### src/rtl/cu_pkg.sv
// Shared encodings for the multi-cycle control unit: FSM states, RV32I opcodes
// and the datapath select / ALU operation codes.
package cu_pkg;

    typedef enum logic [3:0] {
        S_FETCH, S_DECODE, S_MEMADR, S_MEMREAD, S_MEMWB, S_MEMWRITE, S_EXECR,
        S_EXECI, S_ALUWB, S_BRANCH, S_JUMP, S_JALRADR, S_LUI, S_AUIPC, S_TRAP
    } state_t;

    localparam logic [6:0] OP_LOAD   = 7'b0000011;
    localparam logic [6:0] OP_STORE  = 7'b0100011;
    localparam logic [6:0] OP_RTYPE  = 7'b0110011;
    localparam logic [6:0] OP_IALU   = 7'b0010011;
    localparam logic [6:0] OP_BRANCH = 7'b1100011;
    localparam logic [6:0] OP_JAL    = 7'b1101111;
    localparam logic [6:0] OP_JALR   = 7'b1100111;
    localparam logic [6:0] OP_LUI    = 7'b0110111;
    localparam logic [6:0] OP_AUIPC  = 7'b0010111;

    localparam logic [1:0] SRCA_PC    = 2'b00;
    localparam logic [1:0] SRCA_OLDPC = 2'b01;
    localparam logic [1:0] SRCA_RS1   = 2'b10;

    localparam logic [1:0] SRCB_RS2  = 2'b00;
    localparam logic [1:0] SRCB_IMM  = 2'b01;
    localparam logic [1:0] SRCB_FOUR = 2'b10;

    localparam logic [1:0] RES_ALUOUT = 2'b00;
    localparam logic [1:0] RES_MDR    = 2'b01;
    localparam logic [1:0] RES_ALU    = 2'b10;

    localparam logic [2:0] IMM_I = 3'b000;
    localparam logic [2:0] IMM_S = 3'b001;
    localparam logic [2:0] IMM_B = 3'b010;
    localparam logic [2:0] IMM_J = 3'b011;
    localparam logic [2:0] IMM_U = 3'b100;

    localparam logic [3:0] ALU_ADD   = 4'b0000;
    localparam logic [3:0] ALU_SUB   = 4'b0001;
    localparam logic [3:0] ALU_AND   = 4'b0010;
    localparam logic [3:0] ALU_OR    = 4'b0011;
    localparam logic [3:0] ALU_XOR   = 4'b0100;
    localparam logic [3:0] ALU_SLT   = 4'b0101;
    localparam logic [3:0] ALU_SLTU  = 4'b0110;
    localparam logic [3:0] ALU_SLL   = 4'b0111;
    localparam logic [3:0] ALU_SRL   = 4'b1000;
    localparam logic [3:0] ALU_SRA   = 4'b1001;
    localparam logic [3:0] ALU_PASSB = 4'b1010;

    // alt selects the sub/sra variant; callers decide when alt is meaningful
    function automatic logic [3:0] alu_from_f3(input logic [2:0] f3, input logic alt);
        case (f3)
            3'b000:  return alt ? ALU_SUB : ALU_ADD;
            3'b001:  return ALU_SLL;
            3'b010:  return ALU_SLT;
            3'b011:  return ALU_SLTU;
            3'b100:  return ALU_XOR;
            3'b101:  return alt ? ALU_SRA : ALU_SRL;
            3'b110:  return ALU_OR;
            default: return ALU_AND;
        endcase
    endfunction

endpackage

### src/rtl/alu_decode.sv
// Combinational instruction decode: ALU operation for R/I-ALU instructions and
// a flag for any encoding the core does not implement.
module alu_decode
    import cu_pkg::*;
(
    input  logic [6:0] opcode_i,
    input  logic [2:0] funct3_i,
    input  logic [6:0] funct7_i,
    output logic [3:0] alu_ctrl_o,
    output logic       illegal_o
);

    always_comb begin
        alu_ctrl_o = ALU_ADD;
        illegal_o  = 1'b0;
        case (opcode_i)
            OP_RTYPE: begin
                alu_ctrl_o = alu_from_f3(funct3_i, funct7_i[5]);
                if (funct7_i != 7'b0000000 && funct7_i != 7'b0100000)
                    illegal_o = 1'b1;
                else if (funct7_i[5] && funct3_i != 3'b000 && funct3_i != 3'b101)
                    illegal_o = 1'b1;
            end
            // addi has no subtract form, so funct7[5] only matters for srai
            OP_IALU:   alu_ctrl_o = alu_from_f3(funct3_i, (funct3_i == 3'b101) && funct7_i[5]);
            OP_BRANCH: begin
                alu_ctrl_o = ALU_SUB;
                illegal_o  = (funct3_i == 3'b010) || (funct3_i == 3'b011);
            end
            OP_LOAD, OP_STORE, OP_JAL, OP_JALR, OP_LUI, OP_AUIPC: ;
            default:   illegal_o = 1'b1;
        endcase
    end

endmodule

### src/rtl/mc_cu.sv
// Multi-cycle RV32I control unit: sequences each instruction through a shared
// ALU and a unified memory port, driving all datapath selects and strobes.
//
// state     | meaning
// FETCH     | read instr at PC, PC <- PC+4 when memory is ready
// DECODE    | ALUOut <- oldPC+imm, dispatch on opcode
// MEMADR    | ALUOut <- rs1+imm (load/store address)
// MEMREAD   | read data at ALUOut, wait for memory
// MEMWB     | rd <- memory data
// MEMWRITE  | write rs2 to ALUOut, wait for memory
// EXECR     | rs1 op rs2
// EXECI     | rs1 op imm
// ALUWB     | rd <- ALUOut
// BRANCH    | compare rs1/rs2, PC <- ALUOut if taken
// JALRADR   | ALUOut <- rs1+imm (jalr target)
// JUMP      | PC <- ALUOut, link value oldPC+4 computed
// LUI       | ALU passes U-immediate
// AUIPC     | oldPC + U-immediate
// TRAP      | illegal instruction, parked until reset
module mc_cu
    import cu_pkg::*;
#(
    parameter bit MEM_HANDSHAKE   = 1'b1,
    parameter bit TRAP_ON_ILLEGAL = 1'b1
) (
    input  logic        clk,
    input  logic        rst_n,
    input  logic [31:0] instr,
    input  logic        zero,
    input  logic        lt,
    input  logic        ltu,
    input  logic        mem_ready,
    output logic        pc_write,
    output logic        ir_write,
    output logic        reg_write,
    output logic        mem_read,
    output logic        mem_write,
    output logic        adr_src,
    output logic [1:0]  alu_src_a,
    output logic [1:0]  alu_src_b,
    output logic [1:0]  result_src,
    output logic [2:0]  imm_src,
    output logic [3:0]  alu_ctrl,
    output logic        illegal
);

    state_t     state_q, state_d;
    logic [6:0] opcode;
    logic [2:0] funct3;
    logic [6:0] funct7;
    logic [3:0] dec_alu;
    logic       dec_illegal;
    logic       mem_rdy;
    logic       taken;
    logic       unused_instr;

    assign opcode       = instr[6:0];
    assign funct3       = instr[14:12];
    assign funct7       = instr[31:25];
    assign unused_instr = ^{instr[24:15], instr[11:7]};
    assign mem_rdy      = MEM_HANDSHAKE ? mem_ready : 1'b1;

    alu_decode u_alu_decode (
        .opcode_i   (opcode),
        .funct3_i   (funct3),
        .funct7_i   (funct7),
        .alu_ctrl_o (dec_alu),
        .illegal_o  (dec_illegal)
    );

    // funct3[2:1] picks the flag, funct3[0] inverts it
    always_comb begin
        case (funct3[2:1])
            2'b00:   taken = zero;
            2'b10:   taken = lt;
            2'b11:   taken = ltu;
            default: taken = 1'b0;
        endcase
        taken = taken ^ funct3[0];
    end

    always_ff @(posedge clk or negedge rst_n) begin
        if (!rst_n) state_q <= S_FETCH;
        else        state_q <= state_d;
    end

    always_comb begin
        state_d = state_q;
        case (state_q)
            S_FETCH:    if (mem_rdy) state_d = S_DECODE;
            S_DECODE: begin
                if (dec_illegal) begin
                    state_d = TRAP_ON_ILLEGAL ? S_TRAP : S_FETCH;
                end else begin
                    case (opcode)
                        OP_LOAD, OP_STORE: state_d = S_MEMADR;
                        OP_RTYPE:          state_d = S_EXECR;
                        OP_IALU:           state_d = S_EXECI;
                        OP_BRANCH:         state_d = S_BRANCH;
                        OP_JAL:            state_d = S_JUMP;
                        OP_JALR:           state_d = S_JALRADR;
                        OP_LUI:            state_d = S_LUI;
                        OP_AUIPC:          state_d = S_AUIPC;
                        default:           state_d = S_FETCH;
                    endcase
                end
            end
            S_MEMADR:   state_d = (opcode == OP_LOAD) ? S_MEMREAD : S_MEMWRITE;
            S_MEMREAD:  if (mem_rdy) state_d = S_MEMWB;
            S_MEMWRITE: if (mem_rdy) state_d = S_FETCH;
            S_EXECR, S_EXECI, S_JUMP, S_LUI, S_AUIPC: state_d = S_ALUWB;
            S_JALRADR:  state_d = S_JUMP;
            S_TRAP:     state_d = S_TRAP;
            default:    state_d = S_FETCH;
        endcase
    end

    always_comb begin
        pc_write   = 1'b0;
        ir_write   = 1'b0;
        reg_write  = 1'b0;
        mem_read   = 1'b0;
        mem_write  = 1'b0;
        adr_src    = 1'b0;
        alu_src_a  = SRCA_PC;
        alu_src_b  = SRCB_RS2;
        result_src = RES_ALUOUT;
        imm_src    = IMM_I;
        alu_ctrl   = ALU_ADD;
        illegal    = 1'b0;
        case (state_q)
            S_FETCH: begin
                mem_read   = 1'b1;
                alu_src_b  = SRCB_FOUR;
                result_src = RES_ALU;
                ir_write   = mem_rdy;
                pc_write   = mem_rdy;
            end
            S_DECODE: begin
                alu_src_a = SRCA_OLDPC;
                alu_src_b = SRCB_IMM;
                imm_src   = (opcode == OP_JAL) ? IMM_J : IMM_B;
            end
            S_MEMADR: begin
                alu_src_a = SRCA_RS1;
                alu_src_b = SRCB_IMM;
                imm_src   = (opcode == OP_STORE) ? IMM_S : IMM_I;
            end
            S_MEMREAD: begin
                mem_read = 1'b1;
                adr_src  = 1'b1;
            end
            S_MEMWB: begin
                reg_write  = 1'b1;
                result_src = RES_MDR;
            end
            S_MEMWRITE: begin
                mem_write = 1'b1;
                adr_src   = 1'b1;
            end
            S_EXECR: begin
                alu_src_a = SRCA_RS1;
                alu_ctrl  = dec_alu;
            end
            S_EXECI: begin
                alu_src_a = SRCA_RS1;
                alu_src_b = SRCB_IMM;
                alu_ctrl  = dec_alu;
            end
            S_ALUWB:    reg_write = 1'b1;
            S_BRANCH: begin
                alu_src_a = SRCA_RS1;
                alu_ctrl  = ALU_SUB;
                pc_write  = taken;
            end
            S_JALRADR: begin
                alu_src_a = SRCA_RS1;
                alu_src_b = SRCB_IMM;
            end
            S_JUMP: begin
                pc_write  = 1'b1;
                alu_src_a = SRCA_OLDPC;
                alu_src_b = SRCB_FOUR;
            end
            S_LUI: begin
                alu_src_b = SRCB_IMM;
                imm_src   = IMM_U;
                alu_ctrl  = ALU_PASSB;
            end
            S_AUIPC: begin
                alu_src_a = SRCA_OLDPC;
                alu_src_b = SRCB_IMM;
                imm_src   = IMM_U;
            end
            S_TRAP:     illegal = 1'b1;
            default: ;
        endcase
        // no write or memory strobe may escape while reset is held
        if (!rst_n) begin
            pc_write  = 1'b0;
            ir_write  = 1'b0;
            reg_write = 1'b0;
            mem_read  = 1'b0;
            mem_write = 1'b0;
        end
    end

endmodule

### config.mk
export PLATFORM = sky130hd
export DESIGN_NAME = mc_cu
export DESIGN_NICKNAME = d
export VERILOG_FILES = /design/src/rtl/cu_pkg.sv /design/src/rtl/alu_decode.sv /design/src/rtl/mc_cu.sv
export SDC_FILE = /design/constraint.sdc
export NUM_CORES = 1
export LEC_CHECK = 0
export BUFFER_PORTS_ARGS = -buffer_cell sky130_fd_sc_hd__buf_2
export CAP_MARGIN = 10
export CORE_ASPECT_RATIO = 1.75
export CORE_MARGIN = 5
export CORE_UTILIZATION = 38
export DETAILED_ROUTE_END_ITERATION = 16
export GPL_TIMING_DRIVEN = 0
export PLACE_DENSITY = 0.78
export SYNTH_ARGS = -nofsm -noshare
export SYNTH_HDL_FRONTEND = slang
export SYNTH_SLANG_ARGS = --single-unit
### constraint.sdc
create_clock -name clk -period 1.3 [get_ports clk]
set_input_delay 0.065 -clock clk [delete_from_list [all_inputs] [get_ports clk]]
set_output_delay 0.065 -clock clk [all_outputs]
set_load 0.02 [all_outputs]
### Word-level counts from Yosys, hierarchy flattened

Index checks and enable logic that the tools add are counted.

| cells by class | value |
|---|---|
| equal/unequal tests | 36 |
| muxes and demuxes | 37 |
| bitwise operators | 1 |
| reduce and logical (&&, ||, !) cells | 23 |

Operators by type and width:

| operator | number |
|---|---|
| $pmux W4 S8 | 2 |
| $pmux W4 S7 | 2 |
| $eq A4 B4 Y1 const B | 7 |
| $pmux W4 S3 | 2 |
| $eq A7 B6 Y1 const B | 3 |
| $eq A7 B7 Y1 const B | 3 |
| $mux W1 | 19 |
| $eq A4 B3 Y1 const B | 4 |
| $mux W4 | 4 |
| $eq A7 B5 Y1 const B | 2 |
| $reduce_or A2 Y1 | 7 |
| $pmux W2 S2 | 3 |
| $reduce_or A5 Y1 | 2 |
| $eq A3 B3 Y1 const B | 3 |
| $pmux W1 S3 | 3 |
| $pmux W3 S3 | 1 |
| $eq A4 B2 Y1 const B | 2 |
| $eq A7 B2 Y1 const B | 1 |
| $ne A7 B6 Y1 const B | 1 |
| $reduce_bool A7 Y1 | 1 |
| $reduce_or A7 Y1 | 1 |
| $eq A3 B2 Y1 const B | 2 |
| $ne A2 B2 Y1 const B | 3 |
| $reduce_or A6 Y1 | 1 |
| 14 further kinds | 18 |

| storage, ports and cells | value |
|---|---|
| flip-flop bits (word level) | 4 |
| input bits | 38 |
| output and inout port bits | 20 |
| word-level logic and storage cells | 98 |

### Longest topological paths before layout

| depth | value |
|---|---|
| depth in word-level cells | 8 |
| depth in mapped cells | 6 |
| mapped depth without buffers | 5 |

### Modules after synthesis

A second synthesis with hierarchy kept.

| second synthesis, totals | value |
|---|---|
| cell total of the unflattened synthesis | 132 |
| area, all modules | 888.4 µm² |

By module, submodules not included:

| module | times used | cells each | area each (µm²) | sequential area each (µm²) |
|---|---|---|---|---|
| mc_cu | 1 | 100 | 693.2 | 100.1 |
| alu_decode | 1 | 32 | 195.2 | 0.0 |

### Worst setup path before layout

No wires, ideal clock.

| path | value |
|---|---|
| path type | flip-flop to output port |
| start point | register state_q[0] |
| end point | output port pc_write |
| data arrival time | 1.614 ns |
| data required time | 1.235 ns |
| path slack | -0.379 ns |
| stages on the path, launching flop included | 5 |
| path buffers | 2 |
| path through | dfrtp_1 buf_2 clkbuf_1 a311oi_1 nor4b_1 |

| between the ends | value |
|---|---|
| cells in the longest elaborated chain, start to end | 3 |
| elaborated cells between the ends (all ways) | 5 |
| those cells by class | eq/ne (2); mux (2); reduce/logical (1) |

Ends and longest elaborated chain:

| what | RTL line | RTL |
|---|---|---|
| from (decl) | mc_cu.sv:47 | `state_t state_q, state_d;` |
| from (signal assigned) | mc_cu.sv:84 | `else state_q <= state_d;` |
| $eq A4 B4 Y1 / $logic_not A4 Y1 (equally long branches) | mc_cu.sv:131 | `case (state_q)` |
| $pmux W1 S3 (*) | mc_cu.sv:131 |  |
| $mux W1 (*) | mc_cu.sv:199 | `if (!rst_n) begin` |
| to (decl) | mc_cu.sv:33 | `output logic pc_write,` |

Every way passes the cells marked *; elsewhere a longest branch is shown, timed or not.

### Final worst setup path

Ends and elaborated chain as after synthesis.

==> results.txt <==
FF-to-FF path depth - 6
layout cells sized above 1 - 68.27%
cell total after placement - 198
VDD IR-drop max - 1541 uV
deepest clock path buffer count - 2
maximum fanout along the worst path - 10
Synth top area share - 11.44%
Async SR Flop Fraction - 100.0%
Die Ht - 73.47 um
Final Hold Viols - 0
Critical Path RT - 1.24 ns
area leader, netlist - dfrtp_1
1st-iter DRT viols - 97
DR vias/cell - 6.781
sequential fraction of the synthesis area - 11.44%
final worst setup slack - -0.4700 ns
Max Slew Vio Count - 0
ant diodes - 0
max reg flops - 4
antenna violations before repair - 0
critical path startpoint category - flip-flop
Crit Path Category - reg -> out
Final min period - 1.770 ns
DRC - 0
Total Power - 4.218 mW
Routed Wire Length - 6293 um
dpl hpwl - 2455 um
Net Count, Synth - 171
failing checks - setup timing
Core Region - 2245 um2
fin cells - 233
Worst-Skew Late Latency - 0.23 ns
Fmax - 0.5650 GHz
syn avg cell area - 6.576 um2
filler instances - 102
drt pass-1 iters - 4
Arrival @ worst endpoint - 1.71 ns
Worst slew margin - 50.96%
Die Wd - 46.27 um
EDFF count, synth - 0
max cap viols - 0
fin crit share - 136.2%
worst min path class - in -> async
CTS tree - done
Post-Synthesis Cells - 133
most frequent cells in the layout - 34 x buf_6, 21 x buf_2, 20 x buf_4
clk sink count - 4
placer's final routability congestion estimate - 0.9283
Initial Util - 38.96%
die area - 3399 um2
Synth cell types - 42
first-pass GRT wire length - 8321 um
Reg-to-Reg End - state_q[2]$_DFFE_PN0P_
RSZ-0062 raised after global routing - yes
CP Capture Type - output port
Top reg by flops - state_q
biggest regs - state_q (4)
synthesized area - 874.6 um2
GRT Overall Usage - 34.09%
number of port buffers - 40
DR WL/cell - 27.01 um
leading post-synthesis cells by cell area - dfrtp_1 11%, nor2_1 6.0%, nand2_1 5.6%
CTS Buf Count - 3
Syn-to-layout area delta - 126.5%
Finish-stage setup viols - 24
Synthesis Warnings - 0
std cell rows - 23
fin nets - 248
vias post-DR - 1580
Worst-Margin Slew - 0.7300 ns
flops & latches, synth - 4
DRT antenna net count - 0
P per Cell Area - 2129 nW/um2
RR Startpoint - state_q[2]$_DFFE_PN0P_
outcome - finished with violations
vias in the first global route - 1604
CTS clk-pin slew, worst paths - 0.04 ns
flop2flop setup slack - -0.44 ns
P_leak - 0.8388 nW
clock root cell - clkbuf_8
top_reg_cell synth - dfrtp_1
largest net degree at the start of global routing - 11
Ports - 58
total gr overflow - 0
CTS H-tree depth - 1
clk_skew - 0.002933 ns
commonest non-fill, non-tap cell in the layout - buf_6
critical path: stages, from the launching register on:
cell	delay [ns]
dfrtp_1	0.38
buf_6	0.17
clkbuf_8	0.21
a311oi_2	0.15
nor4b_2	0.36
buf_4	0.21
metal layers:
metal  vias up  share of wire, %  global-route usage (%)
li1        638                 -                       -
met1       736                34                   35.86
met2       159                49                   58.28
met3        47                11                   8.578
met4         0               6.8                   19.30
met5         -                 0                       0
cells by family (layout without fill, tap and decap cells):
logic type / after synthesis / count (layout) / share of synthesized area [%]
AO/OA/AOI/OAI: 40 / 40 / 30.19
XOR/XNOR: 4 / 4 / 4.005
buffers and inverters: 15 / 90 / 9.012
flip-flops: 4 / 4 / 11.45
multiplexers: 3 / 3 / 3.434
AND/OR/NAND/NOR: 67 / 67 / 41.92
power by group:
group          switching (mW)  internal, mW  leakage [nW]  total (mW)
clock network          0.0802         0.199        0.0216       0.279
logic                    2.02          1.67         0.768        3.69
registers              0.0663         0.178        0.0491       0.244
per-stage QoR:
step                setup TNS (ns)  instance area, um2  utilization, %  setup WS (ns)  hold slack [ns]
floorplan                  -0.9161               960.9               -        -0.1518          -0.2306
global placement            -2.517                1192           53.12        -0.3440          -0.1110
detailed placement          -2.942                1192           53.12        -0.3734          -0.1102
CTS                         -5.202                1767           78.71        -0.4231           0.2740
global route                -7.706                1981           88.24        -0.5014           0.3361
finish                      -7.133                1981           88.24        -0.4700           0.3230
what timing repair did:
item	in CTS	in global routing
resized for setup	85	52
setup endpoints to repair	24	24
setup buffers	25	12
gates cloned	1	0
endpoints found under the hold margin	4	0
pin swaps	23	25
hold buffers	1	0
cell type report:
class | count | area, um2 | area share, %
inverters | 6 | 25.02 | 1.263
well taps | 25 | 31.28 | 1.579
clock buffers | 3 | 41.29 | 2.085
multi-input cells | 114 | 1054 | 53.19
flip-flops and latches | 4 | 102.6 | 5.180
plain buffers | 6 | 60.06 | 3.032
repair buffers | 75 | 666.9 | 33.67
Yosys cell counts, types with 3 or more instances:
library cell / instances
a211oi_1: 4
a21oi_1: 7
a311oi_1: 3
a31oi_1: 4
buf_2: 3
clkbuf_1: 3
dfrtp_1: 4
inv_1: 6
mux2i_1: 3
nand2_1: 13
nand2b_1: 5
nand3_1: 6
nor2_1: 14
nor2b_1: 3
nor3_1: 9
o21ai_0: 8
o22ai_1: 4
xor2_1: 4
worst max-delay path by stage:
stage / start / end / slack [ns] / cells past startpoint
3_3_place_gp: state_q[3]$_DFFE_PN0P_ / state_q[2]$_DFFE_PN0P_ / -0.34 / 6
6_report: state_q[0]$_DFFE_PN0P_ / pc_write / -0.47 / 5
5_1_grt: state_q[2]$_DFFE_PN0P_ / state_q[2]$_DFFE_PN0P_ / -0.50 / 6
3_5_place_dp: state_q[3]$_DFFE_PN0P_ / state_q[2]$_DFFE_PN0P_ / -0.37 / 6
2_1_floorplan: state_q[1]$_DFFE_PN0P_ / alu_ctrl[3] / -0.15 / 3
4_1_cts: state_q[3]$_DFFE_PN0P_ / alu_ctrl[3] / -0.42 / 5
Power figures use the tool's default switching activity.
